## src/rtl/fetch_unit.sv

```systemverilog
// Instruction fetch stage: owns the program counter, issues word reads to the
// instruction RAM and buffers returned (pc, instr) pairs for decode.
module fetch_unit #(
   parameter logic [31:0] RESET_PC = 32'h0000_0000
) (
   input  logic        clk,
   input  logic        rst,
   output logic [31:0] mem_addr,
   input  logic [31:0] mem_data,
   input  logic        mem_wr_busy,
   input  logic        redirect_valid,
   input  logic [31:0] redirect_pc,
   output logic        out_valid,
   output logic [31:0] out_pc,
   output logic [31:0] out_instr,
   input  logic        out_ready
);

   function automatic logic [31:0] word_align(input logic [31:0] pc);
      return pc & 32'hFFFF_FFFC;
   endfunction

   function automatic logic [31:0] pc_incr(input logic [31:0] pc);
      return pc + 32'd4;
   endfunction

   // p0: next fetch address
   logic [31:0] fetch_pc_p0;

   // p1: read outstanding at the RAM, data arrives this cycle
   logic        vld_p1;
   logic [31:0] pc_p1;

   // p2: two-entry output buffer, slot 0 is the head; tail is kept zero unless count is 2
   logic [1:0]  count_p2;
   logic        vld_p2;
   logic [31:0] head_pc_p2;
   logic [31:0] head_instr_p2;
   logic [31:0] tail_pc_p2;
   logic [31:0] tail_instr_p2;

   logic        pop;
   logic        push;
   logic        issue;
   logic [2:0]  occupancy;

   logic [1:0]  count_nxt;
   logic [31:0] head_pc_nxt;
   logic [31:0] head_instr_nxt;
   logic [31:0] tail_pc_nxt;
   logic [31:0] tail_instr_nxt;

   assign mem_addr  = {2'b00, fetch_pc_p0[31:2]};
   assign out_valid = vld_p2;
   assign out_pc    = head_pc_p2;
   assign out_instr = head_instr_p2;

   assign pop       = vld_p2 && out_ready;
   assign push      = vld_p1;
   assign occupancy = {1'b0, count_p2} + {2'b00, vld_p1};
   // Issuing only when a slot is guaranteed free keeps the buffer from overflowing.
   assign issue     = !rst && !redirect_valid && !mem_wr_busy &&
                      ((occupancy < 3'd2) || pop);

   always_comb begin
      count_nxt      = count_p2;
      head_pc_nxt    = head_pc_p2;
      head_instr_nxt = head_instr_p2;
      tail_pc_nxt    = tail_pc_p2;
      tail_instr_nxt = tail_instr_p2;
      case ({pop, push})
         2'b10: begin
            head_pc_nxt    = tail_pc_p2;
            head_instr_nxt = tail_instr_p2;
            tail_pc_nxt    = 32'd0;
            tail_instr_nxt = 32'd0;
            count_nxt      = count_p2 - 2'd1;
         end
         2'b01: begin
            if (count_p2 == 2'd0) begin
               head_pc_nxt    = pc_p1;
               head_instr_nxt = mem_data;
            end else begin
               tail_pc_nxt    = pc_p1;
               tail_instr_nxt = mem_data;
            end
            count_nxt = count_p2 + 2'd1;
         end
         2'b11: begin
            if (count_p2 == 2'd2) begin
               head_pc_nxt    = tail_pc_p2;
               head_instr_nxt = tail_instr_p2;
               tail_pc_nxt    = pc_p1;
               tail_instr_nxt = mem_data;
            end else begin
               head_pc_nxt    = pc_p1;
               head_instr_nxt = mem_data;
            end
         end
         default: begin
         end
      endcase
   end

   always_ff @(posedge clk) begin
      if (rst) begin
         fetch_pc_p0   <= RESET_PC;
         vld_p1        <= 1'b0;
         pc_p1         <= 32'd0;
         count_p2      <= 2'd0;
         vld_p2        <= 1'b0;
         head_pc_p2    <= 32'd0;
         head_instr_p2 <= 32'd0;
         tail_pc_p2    <= 32'd0;
         tail_instr_p2 <= 32'd0;
      end else if (redirect_valid) begin
         // Flush: the outstanding read and everything buffered belong to the old path.
         fetch_pc_p0   <= word_align(redirect_pc);
         vld_p1        <= 1'b0;
         count_p2      <= 2'd0;
         vld_p2        <= 1'b0;
         head_pc_p2    <= 32'd0;
         head_instr_p2 <= 32'd0;
         tail_pc_p2    <= 32'd0;
         tail_instr_p2 <= 32'd0;
      end else begin
         vld_p1 <= issue;
         if (issue) begin
            fetch_pc_p0 <= pc_incr(fetch_pc_p0);
            pc_p1       <= fetch_pc_p0;
         end
         count_p2      <= count_nxt;
         vld_p2        <= (count_nxt != 2'd0);
         head_pc_p2    <= head_pc_nxt;
         head_instr_p2 <= head_instr_nxt;
         tail_pc_p2    <= tail_pc_nxt;
         tail_instr_p2 <= tail_instr_nxt;
      end
   end

endmodule
```

## config.mk

```make
export PLATFORM = sky130hd
export DESIGN_NAME = fetch_unit
export DESIGN_NICKNAME = d
export VERILOG_FILES = /design/src/rtl/fetch_unit.sv
export SDC_FILE = /design/constraint.sdc
export NUM_CORES = 1
export LEC_CHECK = 0
export CAP_MARGIN = 20
export CORE_MARGIN = 3
export CORE_UTILIZATION = 35
export DETAILED_ROUTE_END_ITERATION = 8
export DONT_BUFFER_PORTS = 1
export GPL_TIMING_DRIVEN = 0
export PLACE_DENSITY = 0.49
export SYNTH_ARGS = -nofsm -noshare
export SYNTH_HDL_FRONTEND = slang
export SYNTH_SLANG_ARGS = --single-unit
```

## constraint.sdc

```tcl
create_clock -name clk -period 3.4 [get_ports clk]
set_input_delay 0.34 -clock clk [delete_from_list [all_inputs] [get_ports clk]]
set_output_delay 0.34 -clock clk [all_outputs]
set_load 0.03 [all_outputs]
```

==> flow_summary.json, run 1 <==
{
  "status": "completed",
  "hold_depth": 2,
  "cp_max_fo": 10,
  "skew_ns": 0.0129,
  "post_cts.repair.setup_buffers": 0,
  "synth_area_sq_um": 8250,
  "r2r_slack_ns": 0.39,
  "clk_pin_slew_worst_paths_ns": 0.07,
  "grt_pass1_vias": 7378,
  "yosysWarnings": 0,
  "num_io_pins": 166,
  "power_density_nw_per_um2": 519,
  "synth.avg_cell_area_sq_um": 8.40,
  "synth_top_area_cell": "dfxtp_1",
  "track_usage_pct": 21.0,
  "ys_types": 52,
  "postRouteAntennaNets": 0,
  "final_cells": 1331,
  "cts_buffers": 17,
  "overflow": 0,
  "vdd_drop_max_v": 0.000229,
  "setup_viol": 0,
  "cts_hold_buf": 0,
  "fp.coreArea_sq_um": 22900,
  "syn_to_final_growth_pct": 11.4,
  "clock_latency_ns": 0.44,
  "drt-total-wl_microns": 27500,
  "holdPathEnd": "fetch_pc_p0[12]",
  "tightest_slew_ns": 0.965,
  "synth_top_area_share_pct": 45.6,
  "synth_edf_count": 0,
  "maxCapViolations": 0,
  "fmax_mhz": 332,
  "die_area_sq_um": 25500,
  "hold_path.class": "in2reg",
  "hold_viol": 0,
  "fp.dieW_microns": 160,
  "synth_ff_type": "dfxtp_1",
  "cts_tree": "done",
  "relSlewSlack_pct": 35.0,
  "finalMaxSlewViolations": 0,
  "grt_max_degree": 17,
  "rr_startpoint": "out_valid",
  "via_per_inst": 5.88,
  "wl_per_cell_microns": 20.7,
  "crit_required_ns": 3.76,
  "min_from": "redirect_pc[12]",
  "dp_hpwl_microns": 19500,
  "cts.sinks": 188,
  "cp-end-kind": "flop",
  "cts-root-buf": "clkbuf_16",
  "num_rows": 55,
  "cp-start-kind": "flop",
  "critPathArrivalTime_ns": 3.37,
  "r2r-end": "out_pc[31]",
  "synthCells": 983,
  "num_vias": 7824,
  "dp_cells": 1300,
  "die_y_microns": 160,
  "synth_area_leaders": "dfxtp_1 46%, a221oi_1 6.8%, nand4b_1 6.8%, a21oi_1 6.0%, clkbuf_1 4.3%",
  "final_util_pct": 40.1,
  "num_antenna_cells": 0,
  "fillCellCount": 2432,
  "grt_pass1_wl_microns": 43200,
  "period_share_pct": 88.5,
  "period_needed_ns": 3.01,
  "routabilityCongestion": 0.864,
  "rr_worst_depth": 7,
  "drive_gt1_share_pct": 4.03,
  "seq_area_frac_synth_pct": 45.6,
  "crit_type": "reg2reg",
  "initial_core_util_pct": 36.0,
  "htree_levels": 4,
  "power_leakage_nw": 2.83,
  "synth-async-reset-ratio_pct": 0,
  "drc": 0,
  "nets": 1078,
  "drt_iter0_drc": 619,
  "synth-seq-cells": 188,
  "rsz0062_at_grt": "false",
  "clockBufferDepth": 2,
  "first_pass_iters": 5,
  "port_buffers": 0,
  "antenna_found_initial": 0
}
## state kept, by name, summed over array words and instances, names as in the netlist
signal / count
tail_instr_p2: 32
count_p2: 2
fetch_pc_p0: 30
pc_p1: 30
tail_pc_p2: 30
out_instr: 32
out_pc: 30
push: 1
out_valid: 1
## layout make-up
type | instances | area [sq um] | area share [%]
sequential | 188 | 3760 | 40.9
clock inverter | 11 | 86.3 | 0.939
clock buffer | 21 | 450 | 4.90
timing repair buffer | 1 | 3.75 | 0.0408
tap | 313 | 392 | 4.26
inverter | 12 | 45.0 | 0.490
multi-input combinational | 681 | 4050 | 44.0
buffer | 104 | 410 | 4.46
## worst max-delay path, stage by stage, from the launching register on
cell      delay (ns)
dfxtp_1         0.58
nand2_1         0.24
inv_1           0.23
ha_1            0.30
mux2i_1         0.76
clkbuf_1        0.46
a221oi_1        0.21
nor3_1          0.15
## cell families (layout without fill, tap and decap cells)
kind of cell	Yosys count	after routing	synth area share [%]
multiplexers	4	4	0.500
adder cells (fa/ha/maj)	4	4	0.606
other	1	4	0.0454
XOR/XNOR	9	9	0.955
AO/OA/AOI/OAI	293	293	22.8
buffers and inverters	117	149	5.53
AND/OR/NAND/NOR	367	367	24.0
flip-flops	188	188	45.6
## worst max-delay path by stage
| stage | start | end | slack (ns) |
|---|---|---|---|
| floorplan | push | out_instr[10] | 1.17 |
| global placement | push | out_instr[10] | -0.11 |
| detailed placement | push | out_instr[9] | -0.20 |
| CTS | push | out_instr[9] | 0.04 |
| global route | out_valid | out_instr[15] | 0.12 |
| finish | out_valid | out_pc[31] | 0.39 |
## layout by cell type (no fill, tap or decap), types with 5 or more instances in the layout
| cell | count |
|---|---|
| dfxtp_1 | 188 |
| a21oi_1 | 99 |
| clkbuf_1 | 94 |
| nor2_1 | 88 |
| nand2_1 | 82 |
| o21ai_0 | 69 |
| nor3_1 | 66 |
| nand4b_1 | 64 |
| a221oi_1 | 64 |
| clkbuf_16 | 17 |
| inv_1 | 12 |
| nand3_1 | 12 |
| a211oi_1 | 12 |
| or4_1 | 11 |
| nand4_1 | 9 |
| a311oi_1 | 9 |
| a31oi_1 | 8 |
| and4_1 | 7 |
| o31ai_1 | 7 |
| or3_1 | 7 |
| buf_1 | 6 |
| o311ai_0 | 6 |
| xnor2_1 | 6 |
| and3_1 | 5 |
## power breakdown
group	internal, mW	total, mW	switching (mW)	leakage (nW)
sequential	2.26	2.44	0.182	1.53
combinational	0.140	0.452	0.311	1.04
clock	0.968	1.88	0.914	0.264
total	3.37	4.78	1.41	2.83
## through the flow
step / instance area (sq um) / power (mW) / TNS, ns / setup slack (ns) / hold slack (ns)
after floorplan: 8270 / 2.78 / 0 / 1.17 / 0.449
after detailed placement: 8660 / 2.95 / -6.72 / -0.202 / 0.464
after global routing: 9200 / 4.97 / 0 / 0.119 / 0.0491
final: 9200 / 4.78 / 0 / 0.392 / 0.0595
after CTS: 9200 / 4.82 / 0 / 0.0368 / 0.0458
after global placement: 8660 / 2.95 / -3.75 / -0.110 / 0.458
## what timing repair did
action	4_1_cts	5_1_grt
endpoints found under the hold margin	0	0
endpoints found under the setup margin	60	60
resized for setup	1	2
## routing by layer
layer	vias up	track usage (%)	part of all wire [%]
li1	3711	-	-
met1	3767	28.8	45
met2	319	31.5	44
met3	27	7.34	9.3
met4	0	5.45	1.3
met5	-	0	0
## cell usage after synthesis, types with 3 or more instances
cell         n
inv_1       12
nor2_1      88
a21oi_1     99
o21ai_0     69
nand2_1     82
xor2_1       3
and3_1       5
o31ai_1      7
and4_1       7
a31oi_1      8
buf_1        5
xnor2_1      6
o211ai_1     3
clkbuf_1    94
nand4_1      9
a221oi_1    64
a311oi_1     9
nand4b_1    64
buf_4        4
nor3_1      66
or4_1       11
mux2i_1      3
a2111oi_0    3
a211oi_1    12
a21o_1       3
ha_1         4
nand3_1     12
nand2b_1     4
o311ai_0     6
dfxtp_1    188
or3_1        7
Note: power is estimated with default switching activity, not from simulation.
==> run 2: changes to the inputs <==
Settings changed: ABC_AREA set to 1.
==> run 2 against run 1 <==
Effect of this change: power grew 5.1%; fmax decreased by 0.63%; via count grew 3.7%; non-clock buffer count decreased by 15; final area is 7.3% higher; clock skew up 0.0047 ns; critical path type unchanged; combinational power increased by 8.6%.
==> flow_summary.json, run 2 <==
{
  "crit_required_ns": 3.71,
  "tightest_slew_ns": 0.793,
  "final_cell_mix": "203 x nand2_1, 188 x dfxtp_1, 155 x inv_1",
  "cp_top_family": "buffers and inverters",
  "synth.avg_cell_area_sq_um": 7.25,
  "cp_slowest_cell": "a21oi_1",
  "synth-async-reset-ratio_pct": 0,
  "synth_top_area_share_pct": 42.6,
  "cts_resized": 0,
  "first_pass_iters": 5,
  "final_common_cell": "nand2_1",
  "power_density_nw_per_um2": 509,
  "cts-root-buf": "clkbuf_16",
  "num_io_pins": 166,
  "cts_buffers": 17,
  "cts_hold_buf": 0,
  "fp.coreArea_sq_um": 24500,
  "synth_area_sq_um": 8840,
  "die_area_sq_um": 27200,
  "cp_max_fo": 10,
  "rsz0062_at_grt": "false",
  "seq_area_frac_synth_pct": 42.6,
  "hold_path.class": "in2reg",
  "tns_ns": 0,
  "synth_top_area_cell": "dfxtp_1",
  "synth_edf_count": 0,
  "seq_area_sq_um": 3760,
  "drt-total-wl_microns": 27500,
  "critPathMaxStageDelay_ns": 0.62,
  "crit_type": "reg2reg",
  "fp.dieW_microns": 165,
  "crit_path_cell_trace": "buf_2 > buf_1 > inv_1 > ha_1 > a21oi_1 > buf_2 > buf_2 > a31oi_1",
  "clock_latency_ns": 0.44,
  "synthCells": 1219,
  "multi_input_area_sq_um": 4090,
  "synth_area_leaders": "dfxtp_1 43%, nand2_1 8.6%, o21ai_0 7.6%, a21oi_1 7.5%, inv_1 6.6%",
  "clockBufferDepth": 2,
  "antenna_found_initial": 0,
  "syn_to_final_growth_pct": 11.6,
  "overflow": 0,
  "synth_common_cells": "203 x nand2_1, 188 x dfxtp_1, 155 x inv_1, 134 x o21ai_0, 133 x a21oi_1",
  "wl_per_cell_microns": 17.4,
  "yosysMostFrequentCell": "nand2_1",
  "grt_max_degree": 20,
  "num_rows": 57,
  "grt_pass1_vias": 7525,
  "maxCapViolations": 0,
  "dp_hpwl_microns": 20100,
  "skew_ns": 0.0177,
  "synth_ff_type": "dfxtp_1",
  "post_cts.repair.setup_buffers": 0,
  "setup_viol": 0,
  "hold_viol": 0,
  "drive_gt1_share_pct": 7.74,
  "synth-seq-cells": 188,
  "whs_ns": 0.0525,
  "drc": 0,
  "htree_levels": 4,
  "track_usage_pct": 20.1,
  "initial_core_util_pct": 36.0,
  "cp-start-kind": "flop",
  "status": "completed",
  "nets": 1314,
  "fmax_mhz": 330,
  "drt_iter0_drc": 570,
  "dp_slack_ns": 0.376,
  "die_y_microns": 165,
  "port_buffers": 0,
  "power_leakage_nw": 3.66,
  "ys_types": 32,
  "routabilityCongestion": 0.899,
  "period_share_pct": 89.0,
  "fillCellCount": 2636,
  "finalMaxSlewViolations": 0,
  "clk_pin_slew_worst_paths_ns": 0.09,
  "cts.sinks": 188,
  "crit_path_frequent_cell": "buf_2",
  "num_vias": 8117,
  "critPathArrivalTime_ns": 3.34,
  "setup_slack_ns": 0.373,
  "num_antenna_cells": 0,
  "final_util_pct": 40.2,
  "cts_tree": "done",
  "cp-end-kind": "flop",
  "postRouteAntennaNets": 0,
  "vdd_drop_max_v": 0.000283,
  "relSlewSlack_pct": 47.1,
  "period_needed_ns": 3.03,
  "grt_pass1_wl_microns": 43100,
  "yosysWarnings": 0,
  "via_per_inst": 5.14,
  "path_buf_inv": 5
}
## run 2: final cells by class
type	count	share of cell area, %
multi-input combinational	787	41.5
tap	324	4.11
clock buffer	17	4.31
buffer	90	4.14
clock inverter	15	1.85
sequential	188	38.2
inverter	157	5.97
## run 2: metal layers
layer	vias to the layer above	part of all wire (%)	track usage (%)	routed length [microns]
li1	4086	-	-	-
met1	3791	47	27.5	12800
met2	214	45	32.0	12500
met3	26	6.6	4.36	1820
met4	0	1.4	5.45	389
met5	-	0	0	0
## run 2: final timing paths
check                     from                end  slack [ns]  cells after the start
min                mem_data[7]   tail_instr_p2[7]        0.05                      2
min reg2reg  tail_instr_p2[17]  tail_instr_p2[17]        0.47                      2
max                       push      out_instr[25]        0.37                      8
max reg2reg               push      out_instr[25]        0.37                      8
## run 2: logic make-up (layout without fill, tap and decap cells)
family | after synthesis | in the layout | synth area share, %
buffers and inverters | 247 | 279 | 11.3
flip-flops | 188 | 188 | 42.6
AO/OA/AOI/OAI | 348 | 348 | 21.2
other | 1 | 4 | 0.0424
XOR/XNOR | 7 | 7 | 0.694
adder cells (fa/ha/maj) | 4 | 4 | 0.566
AND/OR/NAND/NOR | 424 | 424 | 23.7
## run 2: where the power goes
group	switching [mW]	total (mW)	internal (mW)
sequential	0.179	2.46	2.28
clock	1.00	2.07	1.06
combinational	0.329	0.491	0.161
## run 2: worst register-to-register path: stages, from the launching register on
cell	delay, ns
dfxtp_1	0.41
buf_2	0.30
buf_1	0.45
inv_1	0.09
ha_1	0.23
a21oi_1	0.62
buf_2	0.40
buf_2	0.29
a31oi_1	0.12
## run 2: through the flow
stage	power, mW	area, sq um	std cells
2_1_floorplan	2.84	8850	1222
3_3_place_gp	3.00	9260	1546
3_5_place_dp	3.01	9260	1546
4_1_cts	5.06	9860	1578
5_1_grt	5.22	9860	1578
6_report	5.02	9860	1578
==> run 3: changes to the inputs <==
Settings changed: REMOVE_ABC_BUFFERS set to 1.
==> run 3 against run 2 <==
Effect of this change: die area did not move; first-iteration DRC count fell by 14%; cell count fell by 4.9%; largest power group unchanged; highest routed layer unchanged.
==> flow_summary.json, run 3 (synthesis gave the netlist of run 2 again) <==
{
  "cp_slowest_cell": "a21oi_4",
  "dp_hpwl_microns": 16700,
  "grt_pass1_vias": 7332,
  "htree_levels": 4,
  "setup_viol": 0,
  "cts_tree": "done",
  "path_buf_inv": 4,
  "routabilityCongestion": 0.777,
  "maxCapViolations": 0,
  "cp_max_fo": 36,
  "setup_slack_ns": 0.309,
  "finalMaxSlewViolations": 0,
  "fillCellCount": 2667,
  "tns_ns": 0,
  "cp-start-kind": "flop",
  "drt_iter0_drc": 489,
  "critPathArrivalTime_ns": 3.39,
  "clk_pin_slew_worst_paths_ns": 0.07,
  "clock_latency_ns": 0.43,
  "fmax_mhz": 324,
  "worstSetupStartpoint": "out_valid",
  "num_io_pins": 166,
  "cp-end-kind": "flop",
  "skew_ns": 0.0135,
  "drive_gt1_share_pct": 7.31,
  "multi_input_area_sq_um": 4160,
  "period_needed_ns": 3.09,
  "fp.dieW_microns": 165,
  "vdd_drop_max_v": 0.000223,
  "final_util_pct": 39.8,
  "final_common_cell": "nand2_1",
  "initial_core_util_pct": 36.0,
  "via_per_inst": 5.15,
  "period_share_pct": 90.9,
  "holdPathEnd": "tail_instr_p2[6]",
  "nets": 1237,
  "power_leakage_nw": 3.58,
  "dp_cells": 1466,
  "cts_buffers": 17,
  "cts.sinks": 188,
  "antenna_found_initial": 0,
  "hold_viol": 0,
  "first_pass_iters": 5,
  "cp_top_family": "compound AO/OA/AOI/OAI gates",
  "port_buffers": 0,
  "wl_per_cell_microns": 17.5,
  "status": "completed",
  "grt_max_degree": 82,
  "seq_area_sq_um": 3770,
  "num_rows": 57,
  "hold_path.class": "in2reg",
  "drc": 0,
  "design_area_sq_um": 9750,
  "r2r_slack_ns": 0.31,
  "power_mw": 4.87,
  "crit_required_ns": 3.70,
  "postRouteAntennaNets": 0,
  "cts-root-buf": "clkbuf_16",
  "critPathMaxStageDelay_ns": 0.55,
  "placed_area_sq_um": 9140,
  "tightest_slew_ns": 0.985,
  "dp_slack_ns": -0.597,
  "grt_pass1_wl_microns": 41100,
  "relSlewSlack_pct": 34.1,
  "rr_startpoint": "out_valid",
  "die_area_sq_um": 27200,
  "fp.coreArea_sq_um": 24500,
  "rr_worst_depth": 11,
  "r2r-end": "tail_pc_p2[15]",
  "power_density_nw_per_um2": 500,
  "crit_cells": 11,
  "overflow": 0,
  "crit_type": "reg2reg",
  "rsz0062_at_grt": "false",
  "crit_path_cell_trace": "nand2_1 > inv_1 > ha_1 > inv_1 > a21oi_4 > nor2_1 > o21ai_4 > buf_16 > buf_12 > nand2_1 > nor3b_2",
  "syn_to_final_growth_pct": 10.3,
  "num_vias": 7729,
  "clockBufferDepth": 2,
  "num_antenna_cells": 0,
  "hold_depth": 2,
  "min_from": "mem_data[6]",
  "whs_ns": 0.0684,
  "track_usage_pct": 19.2,
  "drt-total-wl_microns": 26200,
  "final_cells": 1500,
  "final_cell_mix": "200 x nand2_1, 187 x dfxtp_1, 154 x inv_1",
  "die_y_microns": 165
}
==> run 3: worst register-to-register path: stages (launching register included) <==
cell and delay, ns:
dfxtp_1 0.51, nand2_1 0.21, inv_1 0.09, ha_1 0.22, inv_1 0.17, a21oi_4 0.55
nor2_1 0.16, o21ai_4 0.35, buf_16 0.26, buf_12 0.22, nand2_1 0.09, nor3b_2 0.15
==> run 3: final cells by class <==
class	instances	area share, %
Sequential cell	188	38.6
Clock buffer	17	4.36
Timing Repair Buffer	12	2.87
Multi-Input combinational cell	788	42.7
Inverter	157	6.04
Tap cell	324	4.16
Clock inverter	14	1.27
==> run 3: what timing repair did <==
item | 4_1_cts | 5_1_grt
gates resized for setup | 2 | 1
endpoints found under the setup margin | 58 | 54
gates cloned | 1 | 0
hold endpoints to repair | 30 | 0
buffers inserted | 0 | 1
hold buffers | 1 | 0
==> run 3: how the worst max path moves through the flow <==
| stage | to | slack [ns] |
|---|---|---|
| global placement | out_pc[5] | -6.49 |
| floorplan | out_instr[0] | -2.70 |
| CTS | tail_pc_p2[15] | 0.009 |
| detailed placement | out_pc[31] | -0.60 |
| global route | tail_pc_p2[11] | 0.07 |
| finish | tail_pc_p2[15] | 0.31 |
==> run 3: metal layers <==
layer,track usage [%],up-vias,wire [microns]
li1,-,3934,-
met1,25.3,3602,12100
met2,31.7,178,12000
met3,4.69,15,1850
met4,4.42,0,244
met5,0,-,0
==> run 3: power breakdown <==
| part | internal, mW | switching, mW | leakage [nW] |
|---|---|---|---|
| Sequential | 2.28 | 0.184 | 1.53 |
| Clock | 0.966 | 0.965 | 0.268 |
| Combinational | 0.172 | 0.301 | 1.78 |
